==> src/rtl/seg_scan_ctrl.sv <==
// Four-digit 7-segment scan controller: per-frame input snapshot, dead time between digits, hex decode.
// Optional per-digit blinking is enabled by defining SCAN_BLINK_EN.
module seg_scan_ctrl #(
    parameter int DIV_W    = 17,
    parameter int DEAD_CYC = 4,
    parameter int BLINK_W  = 25
) (
    input  logic        clk,
    input  logic        rst,
    input  logic [15:0] hexs,
    input  logic [3:0]  points,
    input  logic [3:0]  LEs,
`ifdef SCAN_BLINK_EN
    input  logic [3:0]  blink,
`endif
    output logic [3:0]  AN,
    output logic [7:0]  SEGMENT,
    output logic [1:0]  digit_sel,
    output logic        frame_start
);
    localparam int DW = (DEAD_CYC > 1) ? $clog2(DEAD_CYC) : 1;
    localparam logic [DW-1:0]    DEAD_LAST = DW'((DEAD_CYC > 0) ? DEAD_CYC - 1 : 0);
    localparam logic [DIV_W-1:0] PRE_LAST  = '1;

    typedef enum logic [1:0] {LOAD, SHOW, DEAD} state_t;

    state_t           state;
    logic [1:0]       idx;
    logic [DIV_W-1:0] presc;
    logic [DW-1:0]    dcnt;
    logic [15:0]      sh_hex;
    logic [3:0]       sh_pt;
    logic [3:0]       sh_le;
    logic             blank;
    logic [3:0]       nib;

    function automatic logic [6:0] hex7(input logic [3:0] n);
        case (n)
            4'h0: hex7 = 7'h40;  4'h1: hex7 = 7'h79;  4'h2: hex7 = 7'h24;  4'h3: hex7 = 7'h30;
            4'h4: hex7 = 7'h19;  4'h5: hex7 = 7'h12;  4'h6: hex7 = 7'h02;  4'h7: hex7 = 7'h78;
            4'h8: hex7 = 7'h00;  4'h9: hex7 = 7'h10;  4'hA: hex7 = 7'h08;  4'hB: hex7 = 7'h03;
            4'hC: hex7 = 7'h46;  4'hD: hex7 = 7'h21;  4'hE: hex7 = 7'h06;  default: hex7 = 7'h0E;
        endcase
    endfunction

    assign nib = sh_hex[{idx, 2'b00} +: 4];

`ifdef SCAN_BLINK_EN
    logic [3:0]         sh_blink;
    logic [BLINK_W-1:0] bcnt;

    always_ff @(posedge clk) begin
        if (rst) bcnt <= '0;
        else     bcnt <= bcnt + 1'b1;
    end

    always_ff @(posedge clk) begin
        if (rst)                 sh_blink <= '0;
        else if (state == LOAD)  sh_blink <= blink;
    end

    assign blank = sh_le[idx] | (sh_blink[idx] & bcnt[BLINK_W-1]);
`else
    assign blank = sh_le[idx];
`endif

    always_ff @(posedge clk) begin
        if (rst) begin
            state       <= LOAD;
            idx         <= '0;
            presc       <= '0;
            dcnt        <= '0;
            sh_hex      <= '0;
            sh_pt       <= '0;
            sh_le       <= 4'hF;
            AN          <= 4'hF;
            SEGMENT     <= 8'hFF;
            digit_sel   <= '0;
            frame_start <= 1'b0;
        end else begin
            case (state)
                LOAD: begin
                    sh_hex      <= hexs;
                    sh_pt       <= points;
                    sh_le       <= LEs;
                    frame_start <= 1'b1;
                    idx         <= '0;
                    presc       <= '0;
                    AN          <= 4'hF;
                    SEGMENT     <= 8'hFF;
                    state       <= SHOW;
                end
                SHOW: begin
                    frame_start <= 1'b0;
                    digit_sel   <= idx;
                    if (blank) begin
                        AN      <= 4'hF;
                        SEGMENT <= 8'hFF;
                    end else begin
                        AN      <= ~(4'b0001 << idx);
                        SEGMENT <= {~sh_pt[idx], hex7(nib)};
                    end
                    presc <= presc + 1'b1;
                    if (presc == PRE_LAST) begin
                        presc <= '0;
                        // With no dead time the slot hands straight over to the next digit.
                        if (DEAD_CYC == 0) begin
                            if (idx == 2'd3) state <= LOAD;
                            else             idx   <= idx + 2'd1;
                        end else begin
                            dcnt  <= '0;
                            state <= DEAD;
                        end
                    end
                end
                DEAD: begin
                    frame_start <= 1'b0;
                    AN          <= 4'hF;
                    SEGMENT     <= 8'hFF;
                    if (dcnt == DEAD_LAST) begin
                        presc <= '0;
                        if (idx == 2'd3) begin
                            state <= LOAD;
                        end else begin
                            idx   <= idx + 2'd1;
                            state <= SHOW;
                        end
                    end else begin
                        dcnt <= dcnt + 1'b1;
                    end
                end
                default: state <= LOAD;
            endcase
        end
    end
endmodule
==> config.mk <==
export PLATFORM = sky130hd
export DESIGN_NAME = seg_scan_ctrl
export DESIGN_NICKNAME = d
export VERILOG_FILES = /design/src/rtl/seg_scan_ctrl.sv
export SDC_FILE = /design/constraint.sdc
export NUM_CORES = 1
export LEC_CHECK = 0
export BUFFER_PORTS_ARGS = -buffer_cell sky130_fd_sc_hd__buf_4
export CAP_MARGIN = 10
export CORE_UTILIZATION = 32
export CTS_BUF_LIST = sky130_fd_sc_hd__clkbuf_8 sky130_fd_sc_hd__clkbuf_16
export DETAILED_ROUTE_END_ITERATION = 6
export PLACE_DENSITY = 0.51
export SKIP_LAST_GASP = 1
export SYNTH_ARGS = -nofsm -noshare
export SYNTH_HDL_FRONTEND = slang
export SYNTH_SLANG_ARGS = --single-unit
==> constraint.sdc <==
create_clock -name clk -period 3.5 [get_ports clk]
set_clock_uncertainty 0.2 [all_clocks]
set_input_delay 0 -clock clk [delete_from_list [all_inputs] [get_ports clk]]
set_output_delay 0 -clock clk [all_outputs]
set_load 0.01 [all_outputs]
==> impl_metrics.ini <==
[yosys]
synth_top_area_share_pct = 41.2
synth_edf_count = 0
async_flop_share_pct = 0
synth.distinct_cells = 48
synth_area_um2 = 3010
synth_ff_type = dfxtp_1
synth_area_leader_cell = dfxtp_1
synth_seq_cells = 62
synth_area_leaders = dfxtp_1 (41%), mux2i_1 (10%), ha_1 (7.1%)
syn-num-nets = 362
ys_seq_area_share_pct = 41.2
synth_warnings = 0
syn_avg_cell_area_um2 = 9.45
synthCells = 319

[worst_setup_path]
critPathTopFamily = multiplexers
cp_max_fo = 11
cp_slowest_stage_delay_ns = 0.76
crit_buf_inv = 1
crit_top_cell = a21oi_1
crit_type = flop to flop
cpMaxStageDelayCell = mux4_1
critPathCaptureType = flop
crit_arrival_ns = 2.64
startpoint_type = flop
required_ns = 3.54
worstPathCellList = mux4_1, inv_1, ha_1, a21oi_1, a21oi_1, o22a_2

[finish]
drive_gt1_share_pct = 16.8
syn_to_final_growth_pct = 35.2
fin_nets = 443
num_antenna_cells = 0
post-route-cell-area_um2 = 4080
fin_cells = 516

[place]
port_buffers = 40
gp_congestion = 0.729
dp_hpwl_um = 4330
place_area_um2 = 3400
dp_cells = 455

[pwr]
p_sw_uw = 415
total_power_uw = 1710
p_leak_uw = 0.00175
power_density_nw_per_um2 = 418
p_comb_share_pct = 14.3
peakVddDrop_mv = 0.237
p_sw_share_pct = 24.3
power.internal_uw = 1290
pwr-share-seq_pct = 44.1
p_clk_share_pct = 41.6

[die]
core_area_um2 = 9200
rows = 35
die_area_um2 = 9810
initial_core_util_pct = 32.8
die-height_um = 99.1
die_x_um = 99.1
boundaryPins = 41

[global_routing]
grt_pass1_vias = 2520
antenna_found_initial = 0
grt_max_degree = 34
globalRouteTotalUtil_pct = 15.3
grt_pass1_wl_um = 11800
gr-total-overflow = 0

[timing]
grt_setup_unrepaired = no
hold_viol_final = 0
fmax_ghz = 0.384
setup_tns_ns = 0
relSlewSlack_pct = 37.3
worstMarginPinSlew_ns = 0.938
fin_crit_sh_pct = 74.3
setup_viol = 0
period_needed_ns = 2.60
slew_violations = 0
fin_worst_hold_slack_ns = 0.222

[clock_tree]
insertion_delay_ns = 0.34
cts_max_level = 3
clock_sink_count = 62
numCtsBuffers = 9
cts_buffer_depth = 2
cts_tree = built
cts_resized = 0
cts.reportedPaths.clkPinSlew_ns = 0.07
root_buffer = clkbuf_8
cts_setup_buffers = 0

[route]
dr.first_iter.drc_count = 61
drt_first_pass_iters = 4
ant_nets = 0
drc = 0
wl_per_cell_um = 13.2
viasPerCell = 4.84
vias = 2500
postRouteWirelength_um = 6820

[hold_path]
hold_path_class = input port to flop

[run]
drv_cap = 0

[outcome]
outcome = finished, final reports clean
metrics by stage:
step / utilization (%) / setup slack, ns
3_5_place_dp: 37.0 / 0.871
3_3_place_gp: 37.0 / 0.899
2_1_floorplan: - / 0.558
5_1_grt: 44.3 / 0.589
6_report: 44.3 / 0.898
4_1_cts: 44.3 / 0.859
synth_stat cells (2+ instances only):
cell	number
inv_1	21
xnor2_1	6
buf_2	3
mux2i_1	30
nand3_1	6
nor2_1	39
o22a_1	2
a22o_1	3
nor3b_1	3
nor4_1	3
mux4_1	5
clkbuf_1	15
or3_1	2
or4_1	5
nand4_1	2
nor3_1	3
and3_1	4
a311oi_1	2
o31ai_1	4
a41o_1	2
nand2b_1	4
o22a_2	3
or2_2	3
o32a_1	2
a21oi_1	21
nor2b_1	4
nand2_1	18
a211oi_1	2
o21ai_0	6
ha_1	17
dfxtp_1	62
worst reg2reg max path, cell delays in order (launching register included):
cell and delay, ns:
dfxtp_1 0.66, mux4_1 0.77, inv_1 0.19, ha_1 0.27, a21oi_1 0.14, a21oi_1 0.07, o22a_2 0.21
cell type report:
cell class	instances	area (µm²)
clock buffers	10	138
multi-input cells	217	1610
well taps	111	139
flip-flops and latches	62	1240
repair buffers	89	781
inverters	21	78.8
fillers	916	5120
clock inverters	6	86.3
cell usage in the layout, fill, tap and decap left out, types with 2 or more instances in the layout:
cell type / synthesis / layout
and3_1: 4 / 4
clkbuf_8: 0 / 10
nand4_1: 2 / 2
mux4_1: 5 / 5
nand2_1: 18 / 18
nand2b_1: 4 / 4
nor4_1: 3 / 3
bufinv_16: 0 / 2
o32a_1: 2 / 2
o31ai_1: 4 / 4
nor3_1: 3 / 3
or3_1: 2 / 2
xnor2_1: 6 / 6
o22a_2: 3 / 3
nor2_1: 39 / 39
dfxtp_1: 62 / 62
clkinvlp_4: 0 / 3
nor3b_1: 3 / 3
or4_1: 5 / 5
ha_1: 17 / 17
dlygate4sd3_1: 0 / 45
or2_2: 3 / 3
inv_1: 21 / 22
nor2b_1: 4 / 4
buf_4: 0 / 44
a41o_1: 2 / 2
o21ai_0: 6 / 6
a311oi_1: 2 / 2
mux2i_1: 30 / 30
a211oi_1: 2 / 2
nand3_1: 6 / 6
o22a_1: 2 / 2
a22o_1: 3 / 3
a21oi_1: 21 / 21
registers in the layout (all words and copies together) (netlist names):
name         count
AN               4
sh_pt            4
presc           17
state            2
idx              2
frame_start      1
sh_hex          16
digit_sel        2
dcnt             2
SEGMENT          8
sh_le            4
power by group through the flow:
stage | Sequential [µW] | Clock [µW] | Combinational, µW
after floorplan | 765 | 0 | 137
after global placement | 768 | 0 | 191
after detailed placement | 768 | 0 | 193
after CTS | 752 | 731 | 242
after global routing | 756 | 765 | 270
final | 753 | 710 | 243
path summary, 6_finish.rpt:
check	startpoint	to	slack, ns	cells past startpoint
worst min register to register	sh_le[2]$_SDFFE_PP1N_	sh_le[2]$_SDFFE_PP1N_	0.28	2
worst max-delay path	idx[0]$_SDFFE_PP0P_	SEGMENT[1]$_SDFFE_PP1P_	0.90	6
worst min-delay path	LEs[0]	sh_le[0]$_SDFFE_PP1N_	0.22	4
worst max register to register	idx[0]$_SDFFE_PP0P_	SEGMENT[1]$_SDFFE_PP1P_	0.90	6
what timing repair did:
action | in CTS | in global routing
setup endpoints to repair | 0 | 0
endpoints found under the hold margin | 35 | 0
hold buffers | 45 | 0
per-layer routing:
metal	part of all wire [%]	wire, µm	GRT usage [%]	up-vias
met4	1.4	97	5.20	0
met1	47	3190	18.8	1158
met3	3.5	240	4.75	10
li1	-	-	-	1290
met2	48	3290	25.2	42
met5	0	0	0	-
logic make-up (layout without fill, tap and decap cells):
| logic type | count (synthesis) | count (layout) | share of synthesized area, % |
|---|---|---|---|
| AOI/OAI and AO/OA | 58 | 58 | 13.3 |
| muxes | 36 | 36 | 15.1 |
| adders and majority gates | 17 | 17 | 7.06 |
| DFF | 62 | 62 | 41.2 |
| buffers and inverters | 40 | 126 | 5.35 |
| and+or+nand+nor | 100 | 100 | 16.3 |
| xor gates and xnor gates | 6 | 6 | 1.74 |
(Power assumes the default switching activity.)
